`config.mk`:
```
export PLATFORM = sky130hd
export DESIGN_NAME = perf_snapshot_apb
export DESIGN_NICKNAME = d
export VERILOG_FILES = /design/src/rtl/perf_snapshot_pkg.sv /design/src/rtl/perf_snapshot_bank.sv /design/src/rtl/perf_snapshot_apb.sv
export SDC_FILE = /design/constraint.sdc
export NUM_CORES = 1
export LEC_CHECK = 0
export ABC_AREA = 1
export CAP_MARGIN = 20
export CORE_MARGIN = 4
export CORE_UTILIZATION = 44
export CTS_CLUSTER_DIAMETER = 80
export DETAILED_ROUTE_END_ITERATION = 8
export PLACE_DENSITY = 0.77
export SLEW_MARGIN = 5
export SYNTH_ARGS = -nofsm -noshare
export SYNTH_HDL_FRONTEND = slang
export SYNTH_SLANG_ARGS = --single-unit
```
`constraint.sdc`:
```
create_clock -name clk_i -period 1.9 [get_ports clk_i]
set_clock_uncertainty 0.05 [all_clocks]
set_input_delay 0.38 -clock clk_i [delete_from_list [all_inputs] [get_ports clk_i]]
set_output_delay 0.38 -clock clk_i [all_outputs]
set_load 0.01 [all_outputs]
```
`src/rtl/perf_snapshot_pkg.sv`:
```
`default_nettype none
// ============================================================================
// Module      : perf_snapshot_pkg
// Description : Shared definitions for the performance-snapshot APB block:
//               register offsets, STATUS bit layout, APB FSM state type and
//               a helper that assembles the STATUS word.
// Ports       : none (package)
// Revision    : 1.0 - initial release
// ============================================================================
package perf_snapshot_pkg;

    // Register offsets (paddr_i[5:0])
    localparam logic [5:0] OFF_RUNTIME_LO = 6'h00;
    localparam logic [5:0] OFF_RUNTIME_HI = 6'h04;
    localparam logic [5:0] OFF_DCACHE_LO  = 6'h08;
    localparam logic [5:0] OFF_DCACHE_HI  = 6'h0C;
    localparam logic [5:0] OFF_ICACHE_LO  = 6'h10;
    localparam logic [5:0] OFF_ICACHE_HI  = 6'h14;
    localparam logic [5:0] OFF_SBFULL_LO  = 6'h18;
    localparam logic [5:0] OFF_SBFULL_HI  = 6'h1C;
    localparam logic [5:0] OFF_STATUS     = 6'h20;
    localparam logic [5:0] OFF_CTRL       = 6'h24;

    // STATUS layout
    localparam int STATUS_VALID_BIT = 0;
    localparam int STATUS_OVR_BIT   = 1;
    localparam int STATUS_CNT_LSB   = 8;
    localparam int STATUS_CNT_W     = 8;

    // Bank order: runtime, dcache, icache, sbfull (matches addr[4:3])
    localparam int NUM_BANKS = 4;

    typedef enum logic [0:0] {
        APB_IDLE = 1'b0,
        APB_ACK  = 1'b1
    } apb_state_e;

    function automatic logic [31:0] status_word(
        input logic                    valid,
        input logic                    ovr,
        input logic [STATUS_CNT_W-1:0] cnt
    );
        logic [31:0] w;
        w                                   = '0;
        w[STATUS_VALID_BIT]                 = valid;
        w[STATUS_OVR_BIT]                   = ovr;
        w[STATUS_CNT_LSB +: STATUS_CNT_W]   = cnt;
        return w;
    endfunction

endpackage
`default_nettype wire

```
`src/rtl/perf_snapshot_bank.sv`:
```
`default_nettype none
// ============================================================================
// Module      : perf_snapshot_bank
// Description : One capture register of the snapshot block. Loads data_i
//               when load_i is high; reset has priority so a load in a
//               reset cycle is ignored.
// Ports       : clk_i  - clock
//               rst_i  - synchronous active-high reset
//               load_i - capture strobe
//               data_i - value to capture
//               data_o - captured value
// Revision    : 1.0 - initial release
// ============================================================================
module perf_snapshot_bank #(
    parameter int Width = 64
) (
    input  logic             clk_i,
    input  logic             rst_i,
    input  logic             load_i,
    input  logic [Width-1:0] data_i,
    output logic [Width-1:0] data_o
);

    logic [Width-1:0] data_q;

    always_ff @(posedge clk_i) begin
        if (rst_i) begin
            data_q <= '0;
        end else if (load_i) begin
            data_q <= data_i;
        end
    end

    assign data_o = data_q;

endmodule
`default_nettype wire

```
`src/rtl/perf_snapshot_apb.sv`:
```
`default_nettype none
// ============================================================================
// Module      : perf_snapshot_apb
// Description : Captures four 64-bit performance counters on snap_valid_i
//               and exposes them, plus STATUS/CTRL, over an APB slave with
//               one wait state. HI words are served from a shadow loaded by
//               the matching LO read, so a LO-then-HI pair is coherent even
//               if a new snapshot lands in between.
// Ports       : clk_i, rst_i            - clock, sync active-high reset
//               snap_valid_i            - capture pulse
//               snap_runtime_i/dcache_i/icache_i/sbfull_i - counter inputs
//               psel_i, penable_i, pwrite_i, paddr_i, pwdata_i - APB request
//               prdata_o, pready_o, pslverr_o                  - APB response
// Revision    : 1.0 - initial release
// ============================================================================
module perf_snapshot_apb
    import perf_snapshot_pkg::*;
#(
    parameter int AddrWidth = 32,
    parameter int CntWidth  = 64
) (
    input  logic                 clk_i,
    input  logic                 rst_i,
    input  logic                 snap_valid_i,
    input  logic [CntWidth-1:0]  snap_runtime_i,
    input  logic [CntWidth-1:0]  snap_dcache_i,
    input  logic [CntWidth-1:0]  snap_icache_i,
    input  logic [CntWidth-1:0]  snap_sbfull_i,
    input  logic                 psel_i,
    input  logic                 penable_i,
    input  logic                 pwrite_i,
    input  logic [AddrWidth-1:0] paddr_i,
    input  logic [31:0]          pwdata_i,
    output logic [31:0]          prdata_o,
    output logic                 pready_o,
    output logic                 pslverr_o
);

    // ---------------------------------------------------------------- banks
    logic [CntWidth-1:0] w_snap [NUM_BANKS];
    logic [CntWidth-1:0] w_bank [NUM_BANKS];

    assign w_snap[0] = snap_runtime_i;
    assign w_snap[1] = snap_dcache_i;
    assign w_snap[2] = snap_icache_i;
    assign w_snap[3] = snap_sbfull_i;

    generate
        for (genvar g = 0; g < NUM_BANKS; g++) begin : g_bank
            perf_snapshot_bank #(
                .Width (CntWidth)
            ) u_bank (
                .clk_i  (clk_i),
                .rst_i  (rst_i),
                .load_i (snap_valid_i),
                .data_i (w_snap[g]),
                .data_o (w_bank[g])
            );
        end
    endgenerate

    // ------------------------------------------------------------- APB FSM
    apb_state_e state_q, state_d;

    always_comb begin
        state_d = state_q;
        case (state_q)
            APB_IDLE: if (psel_i && penable_i) state_d = APB_ACK;
            APB_ACK:  state_d = APB_IDLE;
            default:  state_d = APB_IDLE;
        endcase
    end

    // Request is captured on entry to ACK so the response depends only on
    // registered state during the ACK cycle.
    logic [5:0] addr_q;
    logic       write_q;
    logic       wbit0_q;

    always_ff @(posedge clk_i) begin
        if (rst_i) begin
            state_q <= APB_IDLE;
            addr_q  <= '0;
            write_q <= 1'b0;
            wbit0_q <= 1'b0;
        end else begin
            state_q <= state_d;
            if (state_q == APB_IDLE && psel_i && penable_i) begin
                addr_q  <= paddr_i[5:0];
                write_q <= pwrite_i;
                wbit0_q <= pwdata_i[0];
            end
        end
    end

    // Only paddr_i[5:0] and pwdata_i[0] carry meaning.
    logic w_unused;
    assign w_unused = ^{paddr_i[AddrWidth-1:6], pwdata_i[31:1]};

    // -------------------------------------------------------------- decode
    logic        w_in_ack;
    logic        w_err;
    logic        w_ok;
    logic        w_bank_area;
    logic        w_lo_read;
    logic        w_clear;
    logic [31:0] w_rdata;

    logic [31:0] shadow_q, shadow_d;
    logic        valid_q, valid_d;
    logic        ovr_q, ovr_d;
    logic [STATUS_CNT_W-1:0] cnt_q, cnt_d;

    assign w_in_ack    = (state_q == APB_ACK);
    assign w_bank_area = (addr_q < OFF_STATUS);

    always_comb begin
        w_err = (addr_q[1:0] != 2'b00)
             || (addr_q > OFF_CTRL)
             || (write_q && (addr_q <= OFF_STATUS))
             || (!write_q && (addr_q == OFF_CTRL));
    end

    assign w_ok      = w_in_ack && !w_err;
    assign w_lo_read = w_ok && !write_q && w_bank_area && !addr_q[2];
    assign w_clear   = w_ok && write_q && (addr_q == OFF_CTRL) && wbit0_q;

    // addr[4:3] picks the bank, addr[2] picks LO (live) vs HI (shadow).
    always_comb begin
        w_rdata = '0;
        if (w_bank_area) begin
            w_rdata = addr_q[2] ? shadow_q : w_bank[addr_q[4:3]][31:0];
        end else if (addr_q == OFF_STATUS) begin
            w_rdata = status_word(valid_q, ovr_q, cnt_q);
        end
    end

    assign pready_o  = w_in_ack;
    assign pslverr_o = w_in_ack && w_err;
    assign prdata_o  = (w_ok && !write_q) ? w_rdata : 32'h0;

    // ------------------------------------------------------- status/shadow
    // Clear is applied before the snapshot so that a simultaneous clear and
    // capture leaves exactly one fresh, non-overrun snapshot.
    always_comb begin
        shadow_d = shadow_q;
        valid_d  = valid_q;
        ovr_d    = ovr_q;
        cnt_d    = cnt_q;
        if (w_lo_read) begin
            shadow_d = w_bank[addr_q[4:3]][CntWidth-1:32];
        end
        if (w_clear) begin
            valid_d = 1'b0;
            ovr_d   = 1'b0;
            cnt_d   = '0;
        end
        if (snap_valid_i) begin
            ovr_d   = ovr_d | valid_d;
            valid_d = 1'b1;
            if (cnt_d != {STATUS_CNT_W{1'b1}}) begin
                cnt_d = cnt_d + 1'b1;
            end
        end
    end

    always_ff @(posedge clk_i) begin
        if (rst_i) begin
            shadow_q <= '0;
            valid_q  <= 1'b0;
            ovr_q    <= 1'b0;
            cnt_q    <= '0;
        end else begin
            shadow_q <= shadow_d;
            valid_q  <= valid_d;
            ovr_q    <= ovr_d;
            cnt_q    <= cnt_d;
        end
    end

endmodule
`default_nettype wire

```
==> results of run 1 <==
how the worst min path moves through the flow:
stage	startpoint	endpoint	slack (ns)	depth (start not counted)
2_1_floorplan	g_bank[1].u_bank.data_o[32]	g_bank[1].u_bank.data_o[32]	0.38	2
3_3_place_gp	g_bank[1].u_bank.data_o[36]	g_bank[1].u_bank.data_o[36]	0.39	2
3_5_place_dp	g_bank[1].u_bank.data_o[44]	g_bank[1].u_bank.data_o[44]	0.40	2
4_1_cts	snap_valid_i	ovr_q	0.21	3
5_1_grt	snap_valid_i	cnt_q[5]	0.23	3
6_report	snap_valid_i	ovr_q	0.24	3
sequential cells by signal (all words and copies together) (netlist names):
| signal | count |
|---|---|
| addr_q | 6 |
| cnt_q | 8 |
| g_bank.u_bank.data_o | 256 |
| ovr_q | 1 |
| pready_o | 1 |
| shadow_q | 32 |
| valid_q | 1 |
| wbit0_q | 1 |
| write_q | 1 |
kinds of logic (layout without fill, tap and decap cells):
family	count (synthesis)	in the layout
other cells	0	1
flops	307	307
buf+inv	221	524
compound gates	627	627
simple gates	713	714
cell usage in the layout, fill, tap and decap left out, drive strengths merged:
| cell | n |
|---|---|
| nor2 | 497 |
| o21ai | 399 |
| dfxtp | 307 |
| clkdlybuf4s50 | 267 |
| a21oi | 185 |
| nand2 | 171 |
| buf | 130 |
| inv | 63 |
| clkbuf | 52 |
| nand3 | 40 |
| o22ai | 22 |
| a32o | 10 |
| a211oi | 10 |
| clkinv | 6 |
| clkinvlp | 4 |
| nand4 | 4 |
| diode | 1 |
| nor3 | 1 |
| nand3b | 1 |
| o21bai | 1 |
| bufinv | 1 |
| dlygate4sd2 | 1 |
cell type report:
type                            instances  area [um^2]  share of cell area (%)
Tap cell                              384        480.5                   2.590
Clock buffer                           51         1028                   5.543
Clock inverter                          8        72.57                  0.3911
Inverter                               66        275.3                   1.484
Antenna cell                            1        2.502                 0.01349
Multi-Input combinational cell       1341         6544                   35.27
Timing Repair Buffer                  399         3989                   21.50
Sequential cell                       307         6162                   33.21
stage by stage:
| stage | std cells | area (um^2) | power (mW) | util (%) |
|---|---|---|---|---|
| after floorplan | 1868 | 13420 | 8.393 | - |
| after global placement | 2489 | 17130 | 9.625 | 59.03 |
| after detailed placement | 2489 | 17130 | 9.668 | 59.03 |
| after CTS | 2551 | 18200 | 16.15 | 62.73 |
| after global routing | 2557 | 18550 | 16.79 | 63.95 |
| final | 2557 | 18550 | 16.19 | 63.95 |
metal layers:
metal / global-route usage, % / up-vias / routed length (um)
met4: 11.07 / 0 / 2155
met3: 6.036 / 130 / 4663
li1: - / 6741 / -
met1: 35.76 / 6506 / 19110
met5: 0 / - / 0
met2: 44.41 / 792 / 22040
what timing repair did:
item	4_1_cts	5_1_grt
resized for setup	169	69
pin swaps	17	13
buffers inserted	3	4
hold endpoints to repair	0	0
endpoints found under the setup margin	73	73
cloned	1	2
power groups by stage:
stage,registers [mW],logic [mW],clock network (mW)
after detailed placement,7.20,2.47,0
final,7.08,2.62,6.49
after global placement,7.19,2.43,0
after floorplan,7.11,1.28,0
after global routing,7.11,2.86,6.82
after CTS,7.06,2.52,6.57
tightest hold or removal path: cells and delay by family:
family                 cells  cell delay [ns]
buffers and inverters      1             0.15
AOI/OAI and AO/OA          1             0.15
and+or+nand+nor            1             0.06
==> impl_metrics.ini, run 1 <==
[critical_path]
worst_r2r_path_depth = 12
worst-setup-path-type = register to primary output
cp.required_ns = 1.47
worst-endpoint-arrival_ns = 2.10
worstSetupStartpoint = addr_q[5]
crit_slowest_cell = sky130_fd_sc_hd__dfxtp_4
timing.critical_path.fanout_max = 6
worst_setup_path_end_kind = primary output
regToRegStartpoint = addr_q[5]
cp_cell_sequence = inv_2 -> nor2_4 -> nand3_2 -> nand2_2 -> nand4_4 -> nor2_4 -> inv_6 -> buf_16 -> a21oi_4 -> buf_2
r2r_setup_slack_ns = -0.08
crit_end = prdata_o[4]
crit_cells = 10
worst_r2r_endpoint = shadow_q[13]
critical_path.n_buffers_inverters = 4
crit_top_cell = sky130_fd_sc_hd__nor2_4
critical_path_start_type = register
cp_slowest_stage_delay_ns = 0.36
worst_path_dominant_cell_family = simple AND/OR/NAND/NOR gates

[yosys]
post_synthesis_compound_gate_area_fraction_pct = 24.88
simple_gate_share_of_the_synthesized_area_pct = 21.47
yosys.area.top_type_share_pct = 47.05
count_of_flip_flops_with_a_built_in_enable_after_synthesis = 0
postSynthCellCount = 1868
synth-xor-area-share_pct = 0
synthMuxAreaShare_pct = 0
synthesis.nets = 2194
ys_warn_count = 0
netlist-cell-type-count = 27
synth_top_family_by_area = compound AO/OA/AOI/OAI gates
synth.area.top_cells = sky130_fd_sc_hd__dfxtp_1 (47%), sky130_fd_sc_hd__o21ai_0 (15%), sky130_fd_sc_hd__nor2_1 (14%)
synth.cells.most_frequent = sky130_fd_sc_hd__nor2_1 (493), sky130_fd_sc_hd__o21ai_0 (399), sky130_fd_sc_hd__dfxtp_1 (307)
post-synth-top-count-cell = sky130_fd_sc_hd__nor2_1
ys_dominant_reg_cell = sky130_fd_sc_hd__dfxtp_1
synth-seq-area-share_pct = 47.05
async_reset_ff_share_pct = 0
synthesis.area_um2 = 13060
yosys.area.top_type = sky130_fd_sc_hd__dfxtp_1
number_of_storage_elements_in_the_synthesis_netlist = 307
syn_avg_cell_area_um2 = 6.993
synth-adder-area-share_pct = 0

[sta]
setup-violations-final = 69
top_achievable_clock_speed_mhz = 396.0
final_layout_worst_hold_slack_ns = 0.2367
unrepaired_setup_endpoints_after_global_routing = true
final.setup.worst_slack_ns = -0.6253
final-max-slew-violation-count = 0
timing_worst_slew_pin_value_ns = 0.5954
period_share_pct = 132.9
fin_setup_tns_ns = -21.17
final-hold-violation-count = 0
timing.final.crit_period_ns = 2.525
max-slew-margin-rel_pct = 60.30

[floorplanning]
die_area_um2 = 32510
start_util_pct = 45.03
rows = 62
chipWidth_um = 180.3
core_region_area_um2 = 29010
io_pins = 360
floorplan.die.height_um = 180.3

[power_and_ir_drop]
max-vdd-ir-drop_v = 0.0005464
sw_frac_of_total_pct = 26.36
internal_power_mw = 11.92
pwr_density_cell_nw_per_um2 = 872.5
pwr-share-comb_pct = 16.2
share_seq_of_total_power_pct = 43.7
power.share.clock_pct = 40.1
total_leakage_power_nw = 7.358
p_switching_mw = 4.268

[grt]
wire_length_of_the_first_global_routing_pass_mm = 72.91
grt_overflow = 0
antenna_violations_before_repair = 2
grt_usage_pct = 27.44
number_of_global_route_vias_before_repair = 13370
grt_max_degree = 150

[min_path]
worst_hold_path_type = input port to register

[cts]
postCtsHoldBufs = 0
cts.clk_slew.worst_paths_ns = 0.06
cts_tree = built
cts.root.buffer_cell = sky130_fd_sc_hd__clkbuf_16
tritoncts_num_sinks = 307
worstSkewPairLatency_ns = 0.51
cts-buffers-inserted = 34
h-tree-depth = 2
ctsLongestPathBuffers = 3

[place]
weighted_congestion_at_the_end_of_routability_driven_global_placement = 0.9780
dpl_worst_slack_ns = -0.5229
detailed_place_hpwl_mm = 33.52
port-buffer-count = 302

[route]
route.detailed.vias_per_inst = 5.541
avgRoutedWirePerCell_um = 18.76
detail-route-antenna-nets = 0
drt_pass1_iterations = 5
num_vias = 14170
drt_iter0_drc = 1425
totalWireLength_mm = 47.97
drc_errors_left = 0

[status]
failed_checks = setup timing
run_status = finished, violations left

[flow_run]
cap_violations = 0

[layout]
nFillCells = 2433
area_growth_pct = 42.03
layout-drive-gt1-share_pct = 12.66
finalNetCount = 2475
(Power assumes the default switching activity.)
==> run 2, diff against run 1 <==
--- a/config.mk
+++ b/config.mk
@@ -8,10 +8,11 @@
 export ABC_AREA = 1
 export CAP_MARGIN = 20
 export CORE_MARGIN = 4
-export CORE_UTILIZATION = 44
+export CORE_UTILIZATION = 50
 export CTS_CLUSTER_DIAMETER = 80
 export DETAILED_ROUTE_END_ITERATION = 8
-export PLACE_DENSITY = 0.77
+export DONT_BUFFER_PORTS = 1
+export PLACE_DENSITY = 0.68
 export SLEW_MARGIN = 5
 export SYNTH_ARGS = -nofsm -noshare
 export SYNTH_HDL_FRONTEND = slang
==> impl_metrics.ini, run 2 <==
[yosys]
post-synth-top-count-cell = sky130_fd_sc_hd__nor2_1
synth.cells.most_frequent = sky130_fd_sc_hd__nor2_1 (493), sky130_fd_sc_hd__o21ai_0 (399), sky130_fd_sc_hd__dfxtp_1 (307)
ys_dominant_reg_cell = sky130_fd_sc_hd__dfxtp_1
postSynthCellCount = 1868
yosys.area.top_type_share_pct = 47.05
async_reset_ff_share_pct = 0
synth-seq-area-share_pct = 47.05
synthMuxAreaShare_pct = 0
synth.area.top_cells = sky130_fd_sc_hd__dfxtp_1 (47%), sky130_fd_sc_hd__o21ai_0 (15%), sky130_fd_sc_hd__nor2_1 (14%)
simple_gate_share_of_the_synthesized_area_pct = 21.47
synth-adder-area-share_pct = 0
synthesis.area_um2 = 13060
synth-xor-area-share_pct = 0
post_synthesis_compound_gate_area_fraction_pct = 24.88
synthesis.nets = 2194
ys_warn_count = 0
count_of_flip_flops_with_a_built_in_enable_after_synthesis = 0
number_of_storage_elements_in_the_synthesis_netlist = 307
synth_top_family_by_area = compound AO/OA/AOI/OAI gates
netlist-cell-type-count = 27
yosys.area.top_type = sky130_fd_sc_hd__dfxtp_1
syn_avg_cell_area_um2 = 6.993

[cts]
cts.root.buffer_cell = sky130_fd_sc_hd__clkbuf_16
h-tree-depth = 1
post_cts.resized_instances = 46
cts-buffers-inserted = 31
tritoncts_num_sinks = 307
ctsLongestPathBuffers = 3
postCtsHoldBufs = 438
post-cts-setup-buffers = 8

[place]
detailed_place_hpwl_mm = 27.22
dpl_worst_slack_ns = -0.2023
weighted_congestion_at_the_end_of_routability_driven_global_placement = 0.8585
port-buffer-count = 0

[floorplanning]
floorplan.die.height_um = 169.6
start_util_pct = 51.29
rows = 58
chipWidth_um = 169.6
io_pins = 360

[status]
stop_stage = 4_1_cts
stop_error = [ERROR RSZ-0060] Max buffer count reached.
run_status = did not finish
## run 2: cell counts after synthesis
No cell type changed its count.
## run 2: cell families after synthesis
group	after synthesis
and+or+nand+nor	713
AOI/OAI and AO/OA	627
DFF	307
buffers and inverters	221
## run 2: through the flow
| step | cells | instance area, um^2 | util [%] |
|---|---|---|---|
| after floorplan | 1868 | 13420 | - |
| after global placement | 2122 | 13940 | 54.73 |
| after detailed placement | 2122 | 13940 | 54.73 |
==> run 3, diff against run 2 <==
--- a/config.mk
+++ b/config.mk
@@ -8,11 +8,10 @@
 export ABC_AREA = 1
 export CAP_MARGIN = 20
 export CORE_MARGIN = 4
-export CORE_UTILIZATION = 50
-export CTS_CLUSTER_DIAMETER = 80
+export CORE_UTILIZATION = 35
 export DETAILED_ROUTE_END_ITERATION = 8
 export DONT_BUFFER_PORTS = 1
-export PLACE_DENSITY = 0.68
+export PLACE_DENSITY_LB_ADDON = 0.15
 export SLEW_MARGIN = 5
 export SYNTH_ARGS = -nofsm -noshare
 export SYNTH_HDL_FRONTEND = slang
==> constraint.sdc (replaced) <==
create_clock -name clk_i -period 2.5 [get_ports clk_i]
set_clock_uncertainty 0.05 [all_clocks]
set_input_delay 0.5 -clock clk_i [delete_from_list [all_inputs] [get_ports clk_i]]
set_output_delay 0.5 -clock clk_i [all_outputs]
set_load 0.01 [all_outputs]
==> impl_metrics.ini, run 3 (synthesized netlist as in run 1, its figures left out) <==
[sta]
top_achievable_clock_speed_mhz = 368.2
timing.final.crit_period_ns = 2.716
final-max-slew-violation-count = 0
final-hold-violation-count = 0
timing_worst_slew_pin_value_ns = 0.6030
setup-violations-final = 32
period_share_pct = 108.6
final_layout_worst_hold_slack_ns = 0.05480
unrepaired_setup_endpoints_after_global_routing = true
final.setup.worst_slack_ns = -0.2156
max-slew-margin-rel_pct = 59.38

[layout]
nFillCells = 3845
layout_commonest_cell = sky130_fd_sc_hd__nor2_1
layout_common_cells = sky130_fd_sc_hd__nor2_1 (491), sky130_fd_sc_hd__o21ai_0 (379), sky130_fd_sc_hd__dfxtp_1 (304), sky130_fd_sc_hd__a21oi_1 (163), sky130_fd_sc_hd__nand2_1 (154)
area_growth_pct = 21.16
seqCellArea_um2 = 6155
largest_register_ff_count = 256
finalNetCount = 2178
multiInputGateArea_um2 = 6377
finalNonFillerCells = 2349
final_cell_area_um2 = 15830
layout-drive-gt1-share_pct = 13.88

[grt]
met3_usage_pct = 5.109
grt_overflow = 0
global_route.usage.met2_pct = 34.82
number_of_global_route_vias_before_repair = 11730
grt_max_degree = 216
antenna_violations_before_repair = 3
grt_use_met1_pct = 29.61
top_usage_layer = met2
grt_usage_pct = 21.84
wire_length_of_the_first_global_routing_pass_mm = 70.20

[place]
placed_cells = 2260
dpl_worst_slack_ns = 0.08238
dpl_cell_area_um2 = 13800
detailed_place_hpwl_mm = 31.17
port-buffer-count = 0
weighted_congestion_at_the_end_of_routability_driven_global_placement = 0.8234

[route]
avgRoutedWirePerCell_um = 19.76
detail-route-antenna-nets = 0
drc_errors_left = 0
totalWireLength_mm = 46.42
route.detailed.vias_per_inst = 5.224
drt_pass1_iterations = 4
num_vias = 12270
drt_iter0_drc = 604

[power_and_ir_drop]
total_leakage_power_nw = 6.318
pwr_density_cell_nw_per_um2 = 799.5
post-layout-total-power_mw = 12.65
max-vdd-ir-drop_v = 0.0004725

[floorplanning]
floorplan.die.height_um = 201.2
core_region_area_um2 = 36700
io_pins = 360
rows = 70
die_area_um2 = 40480
start_util_pct = 35.60
chipWidth_um = 201.2

[critical_path]
critical_path_start_type = register
critical_path.n_buffers_inverters = 3
worst_path_dominant_cell_family = compound AO/OA/AOI/OAI gates
worst-setup-path-type = register to primary output
cp.required_ns = 1.95
cp_cell_sequence = buf_6 -> buf_16 -> a21oi_1 -> a32o_2 -> nand2_2 -> o21ai_2 -> a211oi_2 -> buf_4
worst_r2r_path_depth = 13
r2r_setup_slack_ns = 0.20
crit_slowest_cell = sky130_fd_sc_hd__dfxtp_4
timing.critical_path.fanout_max = 8
worst_setup_path_end_kind = primary output
worst-endpoint-arrival_ns = 2.17
worst_r2r_endpoint = shadow_q[5]
cp_slowest_stage_delay_ns = 0.46
regToRegStartpoint = addr_q[3]

[min_path]
hold_path_depth = 2
worst_hold_path_type = input port to register
worstHoldEndpoint = g_bank[0].u_bank.data_o[18]
min_from = snap_runtime_i[18]

[flow_run]
cap_violations = 0

[cts]
cts.root.buffer_cell = sky130_fd_sc_hd__clkbuf_16
cts_tree = built
h-tree-depth = 2
ctsLongestPathBuffers = 3
cts.clk_slew.worst_paths_ns = 0.06
cts-buffers-inserted = 37
tritoncts_num_sinks = 307
worstSkewPairLatency_ns = 0.52

[status]
failed_checks = setup timing
run_status = finished, violations left
## run 3: worst max path at each step
| stage | startpoint | cells past startpoint | slack, ns | to |
|---|---|---|---|---|
| floorplan | addr_q[3] | 8 | 0.30 | prdata_o[10] |
| global placement | addr_q[4] | 12 | 0.08 | prdata_o[31] |
| detailed placement | addr_q[4] | 12 | 0.08 | prdata_o[31] |
| CTS | addr_q[3] | 8 | -0.27 | prdata_o[13] |
| global route | addr_q[3] | 6 | -0.29 | prdata_o[31] |
| finish | addr_q[3] | 8 | -0.22 | prdata_o[14] |
## run 3: final cells by class
type                       count  share of cell area (%)
tap                          468                   3.700
clock inverter                16                   1.478
timing repair buffer          99                   6.933
inverter                      66                   1.810
clock buffer                  51                   6.830
antenna                        1                 0.01581
sequential                   307                   38.89
timing repair inverter         1                 0.05534
multi-input combinational   1340                   40.29
## run 3: what timing repair did
action	CTS	global route
pin swaps	39	18
setup endpoints to repair	32	65
buffers inserted	15	3
resized for setup	103	42
endpoints found under the hold margin	37	0
cloned	5	0
hold buffers	1	0
## run 3: routing by layer
metal | vias to the layer above | routed length [um]
li1 | 6163 | -
met5 | - | 33
met2 | 319 | 21210
met4 | 6 | 1336
met1 | 5713 | 21170
met3 | 71 | 2674
## run 3: through the flow
stage          util [%]  TNS (ns)
6_report          43.13    -4.573
5_1_grt           43.12    -8.537
4_1_cts           42.68    -7.021
3_5_place_dp      37.60         0
3_3_place_gp      37.60         0
2_1_floorplan         -         0
## run 3: report_power, final
part,leakage [nW],switching (mW),internal [mW]
clock,0.655,2.15,3.65
sequential,2.55,0.142,5.20
combinational,3.12,0.964,0.547
total,6.32,3.26,9.40
==> run 4, diff against run 3 <==
--- a/config.mk
+++ b/config.mk
@@ -8,11 +8,12 @@
 export ABC_AREA = 1
 export CAP_MARGIN = 20
 export CORE_MARGIN = 4
-export CORE_UTILIZATION = 35
+export CORE_UTILIZATION = 64
 export DETAILED_ROUTE_END_ITERATION = 8
 export DONT_BUFFER_PORTS = 1
 export PLACE_DENSITY_LB_ADDON = 0.15
 export SLEW_MARGIN = 5
 export SYNTH_ARGS = -nofsm -noshare
 export SYNTH_HDL_FRONTEND = slang
+export SYNTH_HIERARCHICAL = 1
 export SYNTH_SLANG_ARGS = --single-unit
==> constraint.sdc (replaced) <==
create_clock -name clk_i -period 2.5 [get_ports clk_i]
set_clock_uncertainty 0.05 [all_clocks]
set_input_delay 0.5 -clock clk_i [delete_from_list [all_inputs] [get_ports clk_i]]
set_output_delay 0.5 -clock clk_i [all_outputs]
set_load 0.1 [all_outputs]
==> impl_metrics.ini, run 4 <==
[status]
run_status = finished, violations left
failed_checks = setup timing

[yosys]
post-synth-top-count-cell = sky130_fd_sc_hd__nand2_1
synthesis.area_um2 = 15020
synth-xor-area-share_pct = 0
yosys.area.top_type_share_pct = 40.92
syn_avg_cell_area_um2 = 6.319
count_of_flip_flops_with_a_built_in_enable_after_synthesis = 0
synth.cells.most_frequent = sky130_fd_sc_hd__nand2_1 (660), sky130_fd_sc_hd__nor2_1 (637), sky130_fd_sc_hd__dfxtp_1 (307)
synth-seq-area-share_pct = 40.92
synth-adder-area-share_pct = 0
postSynthCellCount = 2377
synth.area.top_cells = sky130_fd_sc_hd__dfxtp_1 (41%), sky130_fd_sc_hd__nand2_1 (16%), sky130_fd_sc_hd__nor2_1 (16%)
post_synthesis_compound_gate_area_fraction_pct = 10.74
synthesis.nets = 2703
simple_gate_share_of_the_synthesized_area_pct = 34.62
async_reset_ff_share_pct = 0
ys_warn_count = 6
number_of_storage_elements_in_the_synthesis_netlist = 307
yosys.area.top_type = sky130_fd_sc_hd__dfxtp_1
synthMuxAreaShare_pct = 0
netlist-cell-type-count = 29
ys_dominant_reg_cell = sky130_fd_sc_hd__dfxtp_1
synth_top_family_by_area = simple AND/OR/NAND/NOR gates

[route]
met2_wirelength_mm = 19.59
drt_pass1_iterations = 6
num_vias = 14340
avgRoutedWirePerCell_um = 15.74
met3_wirelength_mm = 3.042
route.detailed.vias_per_inst = 5.365
detail-route-antenna-nets = 0
drc_errors_left = 0
drt_iter0_drc = 1408
totalWireLength_mm = 42.07
wl_met1_mm = 17.88
topRoutingLayerUsed = met4

[power_and_ir_drop]
pwr_density_cell_nw_per_um2 = 688.0
post-layout-total-power_mw = 11.74
max-vdd-ir-drop_v = 0.0004755
total_leakage_power_nw = 8.391

[sta]
unrepaired_setup_endpoints_after_global_routing = true
setup-violations-final = 33
final_layout_worst_hold_slack_ns = 0.07335
period_share_pct = 112.7
fin_setup_tns_ns = -8.923
final-hold-violation-count = 0
timing_worst_slew_pin_value_ns = 1.489
final.setup.worst_slack_ns = -0.3164
final-max-slew-violation-count = 0
timing.final.crit_period_ns = 2.816
max-slew-margin-rel_pct = 0.7090
top_achievable_clock_speed_mhz = 355.1

[cts]
cts.clk_slew.worst_paths_ns = 0.07
tritoncts_num_sinks = 307
h-tree-depth = 1
cts_tree = built
cts-buffers-inserted = 31
ctsLongestPathBuffers = 3
worstSkewPairLatency_ns = 0.56
cts.root.buffer_cell = sky130_fd_sc_hd__clkbuf_16

[critical_path]
regToRegStartpoint = addr_q[4]
worst-endpoint-arrival_ns = 2.27
cp_slowest_stage_delay_ns = 0.39
worst-setup-path-type = register to primary output
cp.required_ns = 1.95
worstSetupStartpoint = addr_q[3]
critical_path.n_buffers_inverters = 4
r2r_setup_slack_ns = 0.30
timing.critical_path.fanout_max = 29
worst_setup_path_end_kind = primary output
crit_slowest_cell = sky130_fd_sc_hd__dfxtp_4
crit_top_cell = sky130_fd_sc_hd__buf_4
worst_path_dominant_cell_family = buffers and inverters
critical_path_start_type = register
cp_cell_sequence = inv_8 -> buf_4 -> buf_4 -> nor2_1 -> o22ai_1 -> nand2_1 -> a21oi_4 -> buf_12

[grt]
grt_max_degree = 521
antenna_violations_before_repair = 0
wire_length_of_the_first_global_routing_pass_mm = 66.05
number_of_global_route_vias_before_repair = 13120
grt_overflow = 0
grt_usage_pct = 30.72

[layout]
layout_common_cells = sky130_fd_sc_hd__nand2_1 (655), sky130_fd_sc_hd__nor2_1 (634), sky130_fd_sc_hd__dfxtp_1 (302), sky130_fd_sc_hd__inv_1 (267), sky130_fd_sc_hd__o21ai_0 (117)
layout-drive-gt1-share_pct = 8.983
nFillCells = 1892
final_util_pct = 74.71
finalNetCount = 2661
area_growth_pct = 13.65
insertedDiodeCount = 0
finalNonFillerCells = 2673
largest_register_ff_count = 256
layout_commonest_cell = sky130_fd_sc_hd__nand2_1
final_cell_area_um2 = 17070

[place]
dpl_worst_slack_ns = 0.1685
placed_cells = 2607
detailed_place_hpwl_mm = 27.71
weighted_congestion_at_the_end_of_routability_driven_global_placement = 0.8933
port-buffer-count = 0
dpl_cell_area_um2 = 15810

[min_path]
min_from = snap_runtime_i[4]
worst_hold_path_type = input port to register

[floorplanning]
core_region_area_um2 = 22850
io_pins = 360
floorplan.die.height_um = 161.2
start_util_pct = 65.74
chipWidth_um = 161.2
die_area_um2 = 25980
rows = 55

[flow_run]
cap_violations = 0
run 4: cells by family after synthesis:
| family | Yosys count |
|---|---|
| compound gates | 291 |
| buf+inv | 428 |
| flops | 307 |
| simple gates | 1351 |
run 4: worst paths after layout:
path                                                    to  cells past startpoint
worst max-delay path                          prdata_o[16]                      8
worst min-delay path            g_bank[0].u_bank/data_o[4]                      4
worst max register to register                shadow_q[29]                     13
worst min register to register                shadow_q[12]                      2
run 4: repair_timing:
action | in CTS | in global routing
endpoints found under the hold margin | 37 | 0
hold buffers | 1 | 0
resized for setup | 24 | 8
setup endpoints to repair | 33 | 33
buffers inserted | 2 | 2
pin swaps | 6 | 4
cloned | 3 | 0
run 4: final cells by class:
| class | instances | area (um^2) | area share [%] |
|---|---|---|---|
| Timing Repair Buffer | 76 | 1151 | 6.744 |
| Clock buffer | 39 | 855.8 | 5.014 |
| Clock inverter | 19 | 176.4 | 1.034 |
| Tap cell | 313 | 391.6 | 2.294 |
| Sequential cell | 307 | 6157 | 36.07 |
| Multi-Input combinational cell | 1642 | 7282 | 42.66 |
| Inverter | 277 | 1055 | 6.179 |
run 4: worst min-delay path: stages:
cell                      delay (ns)
sky130_fd_sc_hd__inv_1          0.03
sky130_fd_sc_hd__nand2_1        0.04
sky130_fd_sc_hd__nand2_1        0.05
sky130_fd_sc_hd__nor2_1         0.03
run 4: report_power, final:
part	internal [mW]	switching, mW
Combinational	0.597	1.10
Sequential	5.20	0.170
Clock	2.73	1.94
Total	8.53	3.21
run 4: routing by layer:
| metal | GRT usage [%] | up-vias |
|---|---|---|
| met1 | 41.10 | 6481 |
| li1 | - | 7099 |
| met4 | 11.36 | 0 |
| met5 | 0 | - |
| met2 | 51.15 | 651 |
| met3 | 4.083 | 110 |
